<file path="config.mk">
export PLATFORM = sky130hd
export DESIGN_NAME = rxclk_phase_align
export DESIGN_NICKNAME = d
export VERILOG_FILES = /design/src/rtl/surf_align_pkg.sv /design/src/rtl/phase_window_tracker.sv /design/src/rtl/rxclk_phase_align.sv
export SDC_FILE = /design/constraint.sdc
export NUM_CORES = 1
export LEC_CHECK = 0
export CAP_MARGIN = 20
export CORE_MARGIN = 4
export CORE_UTILIZATION = 52
export CTS_CLUSTER_SIZE = 30
export DETAILED_ROUTE_END_ITERATION = 16
export DONT_BUFFER_PORTS = 1
export HOLD_SLACK_MARGIN = 0.15
export MAX_ROUTING_LAYER = met4
export PLACE_DENSITY = 0.71
export SLEW_MARGIN = 15
export SYNTH_ARGS = -nofsm -noshare
export SYNTH_HDL_FRONTEND = slang
export SYNTH_SLANG_ARGS = --single-unit
</file>
<file path="constraint.sdc">
create_clock -name aclk_i -period 4.25 [get_ports aclk_i]
set_input_delay 0.85 -clock aclk_i [delete_from_list [all_inputs] [get_ports aclk_i]]
set_output_delay 0.85 -clock aclk_i [all_outputs]
set_load 0.02 [all_outputs]
</file>
<file path="src/rtl/surf_align_pkg.sv">
// surf_align_pkg: shared step width and alignment FSM state encoding
package surf_align_pkg;
  localparam int PS_STEP_W = 10;
  typedef enum logic [3:0] {
    ST_IDLE,
    ST_SETTLE,
    ST_MEASURE,
    ST_EVAL,
    ST_SHIFT,
    ST_WAIT_DONE,
    ST_CENTER_SHIFT,
    ST_CENTER_WAIT,
    ST_LOCKED,
    ST_FAIL
  } align_state_t;
endpackage

</file>
<file path="src/rtl/phase_window_tracker.sv">
// phase_window_tracker: tracks the current passing run and keeps the earliest longest one
module phase_window_tracker
  import surf_align_pkg::*;
(
  input  logic                 aclk_i,
  input  logic                 aclk_rst_i,
  input  logic                 clr_i,
  input  logic                 upd_i,
  input  logic                 pass_i,
  input  logic [PS_STEP_W-1:0] step_i,
  output logic [PS_STEP_W-1:0] best_start_o,
  output logic [PS_STEP_W-1:0] best_len_o
);
  logic [PS_STEP_W-1:0] r_run_start, r_run_len, r_best_start, r_best_len;
  logic [PS_STEP_W-1:0] w_len, w_start;
  assign w_len   = pass_i ? r_run_len + PS_STEP_W'(1) : '0;
  assign w_start = (pass_i && r_run_len == '0) ? step_i : r_run_start;
  assign best_start_o = r_best_start;
  assign best_len_o   = r_best_len;
  // strict compare keeps the earliest window on a tie
  always_ff @(posedge aclk_i or posedge aclk_rst_i) begin
    if (aclk_rst_i) begin
      r_run_start  <= '0;
      r_run_len    <= '0;
      r_best_start <= '0;
      r_best_len   <= '0;
    end else if (clr_i) begin
      r_run_start  <= '0;
      r_run_len    <= '0;
      r_best_start <= '0;
      r_best_len   <= '0;
    end else if (upd_i) begin
      r_run_start <= w_start;
      r_run_len   <= w_len;
      if (w_len > r_best_len) begin
        r_best_start <= w_start;
        r_best_len   <= w_len;
      end
    end
  end
endmodule

</file>
<file path="src/rtl/rxclk_phase_align.sv">
// rxclk_phase_align: scans MMCM phase steps for capture errors, then centers in the widest clean window
module rxclk_phase_align
  import surf_align_pkg::*;
#(
  parameter int NUM_STEPS     = 448,
  parameter int MEAS_CYCLES   = 1024,
  parameter int SETTLE_CYCLES = 64,
  parameter int PS_TIMEOUT    = 256
) (
  input  logic                 aclk_i,
  input  logic                 aclk_rst_i,
  input  logic                 start_i,
  input  logic                 capture_err_i,
  output logic                 ps_en_o,
  output logic                 ps_incdec_o,
  input  logic                 ps_done_i,
  output logic                 busy_o,
  output logic                 locked_o,
  output logic                 fail_o,
  output logic [PS_STEP_W-1:0] win_start_o,
  output logic [PS_STEP_W-1:0] win_len_o,
  output logic [15:0]          err_count_o
);
  localparam int CNT_A   = MEAS_CYCLES > SETTLE_CYCLES ? MEAS_CYCLES : SETTLE_CYCLES;
  localparam int CNT_MAX = CNT_A > PS_TIMEOUT ? CNT_A : PS_TIMEOUT;
  localparam int CNT_W   = $clog2(CNT_MAX + 1);
  align_state_t         r_state;
  logic [CNT_W-1:0]     r_cnt;
  logic [PS_STEP_W-1:0] r_step, r_center, r_win_start, r_win_len;
  logic                 r_meas_err, r_pass;
  logic [15:0]          r_err_count;
  logic                 w_rest, w_start_ok, w_timeout;
  logic [PS_STEP_W-1:0] w_best_start, w_best_len, w_target;
  assign w_rest      = r_state inside {ST_IDLE, ST_LOCKED, ST_FAIL};
  assign w_start_ok  = start_i && w_rest;
  assign w_timeout   = r_cnt == CNT_W'(PS_TIMEOUT - 1);
  assign w_target    = w_best_start + (w_best_len >> 1);
  assign ps_en_o     = r_state == ST_SHIFT || r_state == ST_CENTER_SHIFT;
  assign ps_incdec_o = 1'b1;
  assign busy_o      = !w_rest;
  assign locked_o    = r_state == ST_LOCKED;
  assign fail_o      = r_state == ST_FAIL;
  assign win_start_o = r_win_start;
  assign win_len_o   = r_win_len;
  assign err_count_o = r_err_count;
  phase_window_tracker u_tracker (
    .aclk_i       (aclk_i),
    .aclk_rst_i   (aclk_rst_i),
    .clr_i        (w_start_ok),
    .upd_i        (r_state == ST_EVAL),
    .pass_i       (r_pass),
    .step_i       (r_step),
    .best_start_o (w_best_start),
    .best_len_o   (w_best_len)
  );
  // r_cnt is reused: dwell counter in SETTLE/MEASURE, cycles since ps_en_o in the wait states
  always_ff @(posedge aclk_i or posedge aclk_rst_i) begin
    if (aclk_rst_i) begin
      r_state     <= ST_IDLE;
      r_cnt       <= '0;
      r_step      <= '0;
      r_center    <= '0;
      r_win_start <= '0;
      r_win_len   <= '0;
      r_meas_err  <= 1'b0;
      r_pass      <= 1'b0;
      r_err_count <= '0;
    end else begin
      if (r_state == ST_LOCKED && capture_err_i && !(&r_err_count))
        r_err_count <= r_err_count + 16'd1;
      case (r_state)
        ST_IDLE, ST_LOCKED, ST_FAIL: begin
          if (start_i) begin
            r_state     <= ST_SETTLE;
            r_cnt       <= '0;
            r_step      <= '0;
            r_win_start <= '0;
            r_win_len   <= '0;
            r_err_count <= '0;
          end
        end
        ST_SETTLE: begin
          r_cnt <= r_cnt + CNT_W'(1);
          if (r_cnt == CNT_W'(SETTLE_CYCLES - 1)) begin
            r_state    <= ST_MEASURE;
            r_cnt      <= '0;
            r_meas_err <= 1'b0;
          end
        end
        ST_MEASURE: begin
          r_cnt      <= r_cnt + CNT_W'(1);
          r_meas_err <= r_meas_err | capture_err_i;
          if (r_cnt == CNT_W'(MEAS_CYCLES - 1)) begin
            r_state <= ST_EVAL;
            r_cnt   <= '0;
            r_pass  <= !(r_meas_err | capture_err_i);
          end
        end
        ST_EVAL: r_state <= ST_SHIFT;
        ST_SHIFT, ST_CENTER_SHIFT: begin
          r_state <= r_state == ST_SHIFT ? ST_WAIT_DONE : ST_CENTER_WAIT;
          r_cnt   <= CNT_W'(1);
        end
        ST_WAIT_DONE: begin
          r_cnt <= r_cnt + CNT_W'(1);
          if (ps_done_i) begin
            r_cnt <= '0;
            if (r_step == PS_STEP_W'(NUM_STEPS - 1)) begin
              r_step      <= '0;
              r_win_start <= w_best_start;
              r_win_len   <= w_best_len;
              r_center    <= w_target;
              r_state     <= w_best_len == '0 ? ST_FAIL :
                             w_target == '0   ? ST_LOCKED : ST_CENTER_SHIFT;
            end else begin
              r_step  <= r_step + PS_STEP_W'(1);
              r_state <= ST_SETTLE;
            end
          end else if (w_timeout) begin
            r_state <= ST_FAIL;
          end
        end
        ST_CENTER_WAIT: begin
          r_cnt <= r_cnt + CNT_W'(1);
          if (ps_done_i) begin
            r_cnt    <= '0;
            r_center <= r_center - PS_STEP_W'(1);
            r_state  <= r_center == PS_STEP_W'(1) ? ST_LOCKED : ST_CENTER_SHIFT;
          end else if (w_timeout) begin
            r_state <= ST_FAIL;
          end
        end
        default: r_state <= ST_IDLE;
      endcase
    end
  end
endmodule
</file>
Yosys cells after proc, flatten, opt, wreduce, memory -nomap -nowiden
Index checks and enable logic that the tools add are counted.
{"block": "word_totals", "regBits": 113, "input_bits": 5, "output_inout_bits": 41, "word_cells": 120}
{"block": "classes", "addsub": 6, "magnitude_cmp": 1, "n_eq_ne": 20, "n_mux": 48, "bitwise": 1, "reduce_logical": 31}
{"op": "$mux 10", "count": 22}
{"op": "$pmux 10 s2", "count": 4}
{"op": "$pmux 11 s5", "count": 1}
{"op": "$mux 16", "count": 3}
{"op": "$mux 11", "count": 4}
{"op": "$mux 4", "count": 10}
{"op": "$logic_not 10->1", "count": 3}
{"op": "$pmux 4 s7", "count": 1}
{"op": "$add 10x1->10 const B", "count": 2}
{"op": "$add 16x1->16 const B", "count": 1}
{"op": "$eq 4x3->1 const B", "count": 4}
{"op": "$reduce_and 16->1", "count": 1}
{"op": "$ne 2x2->1 const B", "count": 6}
{"op": "$add 11x1->11 const B", "count": 1}
{"op": "$eq 11x10->1 const B", "count": 1}
{"op": "$eq 11x6->1 const B", "count": 1}
{"op": "$eq 11x8->1 const B", "count": 1}
{"op": "$add 10x9->10", "count": 1}
{"op": "$eq 10x1->1 const B", "count": 1}
{"op": "$eq 10x9->1 const B", "count": 1}
{"op": "$gt 10x10->1", "count": 1}
{"op": "$reduce_bool 2->1", "count": 5}
{"op": "$sub 10x1->10 const B", "count": 1}
{"op": "$eq 4x2->1 const B", "count": 2}
{"op": "17 further kinds", "count": 29}

Logic depth before layout (Yosys ltp)
Gate-level depths: netlist (run 1).
{"block": "logic_depth", "ltp_word": 7, "ltp_mapped": 12, "depth_no_buf": 11}

By module
Synthesis (run 1) repeated with hierarchy kept, for this count alone.
{"block": "hier_totals", "hier_cells": 760, "hier_area_um2": 6817.8}
{"module": "rxclk_phase_align", "instances": 1, "cells_per_inst": 517, "area_each_um2": 4413.0, "seq_area_each_um2": 1826.8}
{"module": "phase_window_tracker", "instances": 1, "cells_per_inst": 243, "area_each_um2": 2404.8, "seq_area_each_um2": 1001.0}

Worst setup path before layout (run 1)
No wires, ideal clock.
{"block": "synth_timing", "path_type": "register -> register", "from": "register u_tracker.r_run_len[3]", "to": "register u_tracker.r_best_len[0] (netlist: u_tracker.best_len_o[0])", "setup_ps": 83, "arrival_time_ps": 2740, "required_time_ps": 4167, "slack_ps": 1427, "path_stages_with_launch": 13, "path_buffers": 1, "synth_period_minus_slack_ps": 2823, "cell_sequence": "dfrtp_1 and4_1 nand4_1 xnor2_1 and2_1 ha_1 and4_1 and3_1 a221o_1 o21ai_0 clkbuf_1 nand3_1 o21ai_0"}
{"block": "synth_between", "elab_chain_len": 5}
{"element": "start, declared", "line_no": "phase_window_tracker.sv:14", "text": "logic [PS_STEP_W-1:0] r_run_start, r_run_len, r_best_start, r_best_len;"}
{"element": "start signal, assigned", "line_no": "phase_window_tracker.sv:34", "text": "r_run_len <= w_len;"}
{"element": "$add 10x1->10", "line_no": "phase_window_tracker.sv:16", "text": "assign w_len = pass_i ? r_run_len + PS_STEP_W'(1) : '0;"}
{"element": "$mux 10", "line_no": "phase_window_tracker.sv:16"}
{"element": "$gt 10x10->1", "line_no": "phase_window_tracker.sv:35", "text": "if (w_len > r_best_len) begin"}
{"element": "$reduce_bool 2->1 (no line)"}
{"element": "$reduce_and 2->1 (no line)"}
{"element": "end signal, assigned", "line_no": "phase_window_tracker.sv:37", "text": "r_best_len <= w_len;"}
{"element": "end, declared", "line_no": "phase_window_tracker.sv:14"}
Every way passes these cells.
A chain may end at the register's enable or synchronous reset.

Final worst setup path (run 1)
{"block": "layout_timing", "from": "register u_tracker.r_run_len[3]", "to": "register u_tracker.r_best_len[2] (netlist: u_tracker.best_len_o[2])"}
Same word-level chain as after synthesis.

==> results of run 1 <==
routing by layer:
metal / vias to the layer above / GRT usage, % / wire length (um)
met3: 15 / 4.96 / 942
met1: 2641 / 29.4 / 6830
met5: - / - / 0
met4: 0 / 7.79 / 165
met2: 159 / 34.7 / 7190
li1: 2676 / - / -
area by class of cell:
class | count | share of cell area [%]
clock inverter | 12 | 3.11
timing repair buffer | 6 | 0.663
sequential | 113 | 38.4
tap | 168 | 2.85
clock buffer | 20 | 6.20
inverter | 31 | 1.65
multi-input combinational | 586 | 47.1
power breakdown:
part	leakage (nW)	total (mW)	internal, mW	switching [mW]
registers	1.55	1.30	1.15	0.147
logic	1.46	0.725	0.223	0.503
clock network	0.323	1.65	1.13	0.514
synthesized netlist by cell type, types with 3 or more instances:
master,n
or2_2,4
a22o_1,5
and3_1,8
nor2b_1,5
or4_1,3
dfrtp_1,113
xnor2_1,15
and4_1,4
nand2b_1,7
mux2i_1,10
nor3_1,15
nand4_1,17
nor4_1,6
o21ai_0,48
nor2_1,67
and2_1,10
nor3b_1,3
nand2_1,126
or3_1,7
inv_1,31
a31oi_1,11
o21a_1,4
ha_1,26
a21o_1,9
xor2_1,20
a21oi_1,44
o211ai_1,4
nand3_1,59
buf_2,5
o22ai_1,7
a2bb2oi_1,3
a211oi_1,3
clkbuf_1,31
final timing paths:
| path | startpoint | endpoint | slack (ns) | cells past startpoint |
|---|---|---|---|---|
| min | aclk_rst_i | r_cnt[7] | 0.44 | 1 |
| max in group asynchronous | aclk_rst_i | u_tracker.best_start_o[5] | 2.93 | 2 |
| max reg2reg | u_tracker.r_run_len[3] | u_tracker.best_len_o[2] | 1.25 | 12 |
| min reg2reg | r_cnt[5] | r_cnt[5] | 0.50 | 1 |
| min in group aclk_i | r_cnt[5] | r_cnt[5] | 0.50 | 1 |
| max | u_tracker.r_run_len[3] | u_tracker.best_len_o[2] | 1.25 | 12 |
stage by stage:
stage                     hold WS [ns]  area [sq um]  power (mW)
after global placement           0.475          6660        2.00
after global routing             0.530          7360        3.84
final                            0.443          7360        3.67
after floorplan                  0.449          6580        1.88
after detailed placement         0.478          6680        2.03
after CTS                        0.494          7360        3.69
cell families after synthesis:
group	share of synthesized area (%)
simple gates	25.6
compound gates	15.2
mux	1.86
buf+inv	4.37
fa+ha+maj	5.25
other cells	0.0570
flops	43.0
xor+xnor	4.66
placed cells by master (no fill, tap or decap), types with 20 or more instances in the layout:
master,synthesis,routed
nand3_1,59,59
o21ai_0,48,47
ha_1,26,26
nand2_1,126,126
a21oi_1,44,44
inv_1,31,30
xor2_1,20,20
dfrtp_1,113,113
nor2_1,67,67
==> impl_metrics.ini, run 1 <==
[clock_network]
htree_levels = 4
clk_latency_ns = 0.42
cts_buffer_depth = 2
cts.clk_slew.worst_paths_ns = 0.06
root_buffer = clkbuf_16
ctsResizeCount = 0
postCtsSetupBuffers = 0
numCtsBuffers = 17
cts_tree = yes
holdBufCountCts = 0
clock_sinks = 113

[critical_path]
setup.worst_path.end_class = flip-flop
start_kind = flip-flop
crit_type = reg2reg
cp_cell_sequence = and4_1 -> nand4_1 -> xnor2_1 -> and2_1 -> ha_1 -> and4_1 -> and3_1 -> a221o_1 -> o21ai_2 -> buf_4 -> nand3_1 -> o21ai_0
worst-path-buf-inv = 1
cp_common_cell = and4_1
worstPathRequired_ns = 4.58
critPathMaxStageDelay_ns = 0.44
worstPathMaxFanout = 40
cp_data_arrival_time_ns = 3.33
slowest_stage = dfrtp_1
crit_family = simple AND/OR/NAND/NOR gates

[floorplanning]
start_util_pct = 53.9
die_area_sq_mm = 0.0145
rows = 40
core-area_sq_mm = 0.0122
fp.dieW_um = 121
num_io_pins = 46
dieHeight_um = 121

[sta]
timing.slew.headroom_pct = 33.3
setup_slack_ns = 1.25
clock.fmax_mhz = 333
skew_ns = 0.00716
worst_slew_pin_slew_ns = 0.997
period_share_pct = 70.6
period_minus_slack_ns = 3.00
setup_tns_ns = 0
final_max_slew_viol_count = 0
setup_violations = 0
finalHoldViolations = 0
rsz0062_at_grt = false

[run_status]
outcome = complete, no violations

[routing]
drt_iter0_drc = 585
wl_per_cell_um = 16.2
dr.pass1.iters = 5
ant_nets = 0
vias = 5491
drc_errors = 0
routed_wl_mm = 15.1
drt-vias-per-instance = 5.87

[synthesis]
synth_top_area_share_pct = 43.0
syn_nets = 802
synth_cell_types = 63
synth_cells = 770
syn_area_sq_mm = 0.00658
synth_ff_type = dfrtp_1
seq_area_frac_synth_pct = 43.0
synth-edff-count = 0
ys_warn_count = 0
synth.top_cells.by_area = dfrtp_1 (43%), nand2_1 (7.2%), ha_1 (4.9%), nand3_1 (4.5%), nor2_1 (3.8%)
synthArstFlopShare_pct = 100
ys_seq_elements = 113
synth.avg_cell_area_sq_um = 8.55
yosys.area.top_type = dfrtp_1

[cells_and_area]
drive_gt1_share_pct = 7.03
multi_input_area_sq_mm = 0.00347
fillCellCount = 1049
finalNonFillerCells = 936
area_growth_pct = 11.9
seqCellArea_sq_mm = 0.00283
antenna_cells = 0
nets = 787
post-route-util_pct = 60.3
largest_reg_flops = 16

[place]
hpwl_mm = 10.5
dpl_worst_slack_ns = 1.26
place_inst = 904
io_buffers = 0
gp_congestion = 0.904

[grt]
grt_pass1_wl_mm = 25.7
grt_max_degree = 88
antenna_found_initial = 0
globalRoute.totalOverflow = 0
grt.total_usage_pct = 22.4
grt_pass1_vias = 5211

[min_path]
worst_hold_path_type = in2async

[pwr]
cellPowerDensity_mw_per_mm2 = 499
ir_worst_vdd_mv = 0.289
p_leak_nw = 3.34

[run]
drv_cap = 0
Power figures use the tool's default switching activity.
==> inputs of run 2 (changes only) <==
--- a/config.mk
+++ b/config.mk
@@ -13,7 +13,7 @@
 export DONT_BUFFER_PORTS = 1
 export HOLD_SLACK_MARGIN = 0.15
 export MAX_ROUTING_LAYER = met4
-export PLACE_DENSITY = 0.71
+export PLACE_DENSITY = 0.74
 export SLEW_MARGIN = 15
 export SYNTH_ARGS = -nofsm -noshare
 export SYNTH_HDL_FRONTEND = slang
==> constraint.sdc (replaced) <==
create_clock -name aclk_i -period 2.7 [get_ports aclk_i]
set_input_delay 0.54 -clock aclk_i [delete_from_list [all_inputs] [get_ports aclk_i]]
set_output_delay 0.54 -clock aclk_i [all_outputs]
set_load 0.02 [all_outputs]
==> run 2 against run 1 <==
The run now ends with negative setup slack left; hold slack got worse by 0.29 ns; critical path depth grew 2; core utilization is 4.0 points higher; critical endpoint is now u_tracker.best_start_o[7]; highest routed layer unchanged; routed wire length grew 11%; sequential power up 53%; power increased by 51%; flip-flop and latch count did not move; die area is the same.
==> impl_metrics.ini, run 2 (synthesis gave the netlist of run 1 again) <==
[clock_network]
root_buffer = clkbuf_16
clock_sinks = 113
cts.clk_slew.worst_paths_ns = 0.05
holdBufCountCts = 0
clk_latency_ns = 0.42
cts_tree = yes
htree_levels = 4
numCtsBuffers = 17
cts_buffer_depth = 2

[sta]
worst_slew_pin_slew_ns = 0.835
skew_ns = 0.00953
final_max_slew_viol_count = 0
setup_slack_ns = -0.0591
setup_tns_ns = -0.435
period_share_pct = 102
timing.slew.headroom_pct = 44.2
period_minus_slack_ns = 2.76
finalHoldViolations = 0
rsz0062_at_grt = true
clock.fmax_mhz = 362
setup_violations = 15

[cells_and_area]
seqCellArea_sq_mm = 0.00283
final_design_area_no_fill_sq_mm = 0.00786
largest_reg_flops = 16
finalNonFillerCells = 977
area_growth_pct = 19.4
mostFrequentLayoutCell = nand2_1
antenna_cells = 0
fillCellCount = 1014
layout_common_cells = nand2_1 (124), dfrtp_1 (111), nor2_1 (67)
post-route-util_pct = 64.3
nets = 828
multi_input_area_sq_mm = 0.00363
drive_gt1_share_pct = 15.3

[critical_path]
timing.reg2reg.worst_path_depth = 14
cp_cell_sequence = buf_4 -> buf_4 -> inv_1 -> ha_1 -> nand2_2 -> inv_1 -> ha_1 -> a21o_1 -> a221o_1 -> o21ai_4 -> buf_6 -> buf_16 -> nand3_1 -> o21ai_1
regToRegEndpoint = u_tracker.best_start_o[7]
start_kind = flip-flop
worstPathMaxFanout = 5
crit_type = reg2reg
worstPathRequired_ns = 3.04
setup.worst_path.end_class = flip-flop
reg2reg_slack_ns = -0.06
cp_data_arrival_time_ns = 3.10
worst-path-buf-inv = 6
critPathMaxStageDelay_ns = 0.43
reg2reg_from = u_tracker.r_run_len[1]
crit_family = compound AO/OA/AOI/OAI gates
slowest_stage = dfrtp_2

[floorplanning]
dieHeight_um = 121
num_io_pins = 46
core-area_sq_mm = 0.0122
die_area_sq_mm = 0.0145
fp.dieW_um = 121
rows = 40
start_util_pct = 53.9

[routing]
routed_wl_mm = 16.7
wl_per_cell_um = 17.1
ant_nets = 0
vias = 5896
drt-vias-per-instance = 6.03
dr.pass1.iters = 5
drt_iter0_drc = 623
drc_errors = 0

[grt]
grt.total_usage_pct = 24.1
antenna_found_initial = 0
grt_pass1_wl_mm = 27.7
globalRoute.totalOverflow = 0
grt_pass1_vias = 5619
grt_max_degree = 43

[run_status]
outcome = finished with violations
failed_checks = negative setup slack

[pwr]
p_leak_nw = 3.57
cellPowerDensity_mw_per_mm2 = 707
ir_worst_vdd_mv = 0.466

[place]
place_inst = 931
placed_cell_area_sq_mm = 0.00691
gp_congestion = 0.924
dpl_worst_slack_ns = -0.0746
hpwl_mm = 11.1
io_buffers = 0

[run]
drv_cap = 0

[min_path]
worst_hold_path_type = in2async
## run 2: cell count changes in the layout (fill, tap and decap cells not counted), moves of 5 or more
cell,delta
buf_4,+34
o21ai_0,-15
nand3_1,-9
o21ai_1,+9
nand3_2,+8
o21ai_2,+5
## run 2: worst max-delay path by stage
stage,startpoint,to,slack [ns],depth (start not counted)
after floorplan,u_tracker.r_run_len[3],u_tracker.best_len_o[4],0.01,11
after detailed placement,u_tracker.r_run_len[0],u_tracker.best_len_o[6],-0.07,12
after global routing,u_tracker.r_run_len[0],u_tracker.best_start_o[5],-0.17,13
after CTS,u_tracker.r_run_len[1],u_tracker.best_start_o[0],-0.02,14
final,u_tracker.r_run_len[1],u_tracker.best_start_o[7],-0.06,14
after global placement,u_tracker.r_run_len[0],u_tracker.best_len_o[2],0.07,12
## run 2: layout make-up
cell class	instances	share of cell area, %
multi-input combinational	586	46.2
sequential	113	36.0
clock buffer	20	5.81
timing repair buffer	47	5.80
tap	168	2.68
clock inverter	12	1.99
inverter	31	1.53
## run 2: through the flow
stage	total power [mW]	hold slack, ns
floorplan	2.97	0.449
global placement	3.20	0.471
detailed placement	3.26	0.483
CTS	5.56	0.170
global route	5.84	0.205
finish	5.56	0.152
## run 2: layer usage
layer  wire, um  GRT usage (%)  vias up
li1           -              -     2766
met3       1080           5.66       37
met1       7120           30.6     2874
met4        340           7.44        0
met2       8190           38.5      219
met5          0              -        -
## run 2: power breakdown
group | total, mW | leakage (nW) | internal [mW] | switching [mW]
Clock | 2.29 | 0.289 | 1.50 | 0.791
Sequential | 1.99 | 1.55 | 1.82 | 0.177
Combinational | 1.27 | 1.73 | 0.401 | 0.872
## run 2: repair_timing
item                                    in CTS  in global routing
endpoints found under the setup margin      20                 22
setup buffers                                7                  7
resized for setup                           18                 37
gates cloned                                 3                  1
hold endpoints to repair                     0                  0
pin swaps                                    8                 10
==> inputs of run 3 (changes only) <==
--- a/config.mk
+++ b/config.mk
@@ -11,6 +11,7 @@
 export CTS_CLUSTER_SIZE = 30
 export DETAILED_ROUTE_END_ITERATION = 16
 export DONT_BUFFER_PORTS = 1
+export GPL_ROUTABILITY_DRIVEN = 0
 export HOLD_SLACK_MARGIN = 0.15
 export MAX_ROUTING_LAYER = met4
 export PLACE_DENSITY = 0.74
==> results of run 3 <==
No change in the layout: final DEF, timing and power equal those of run 2.
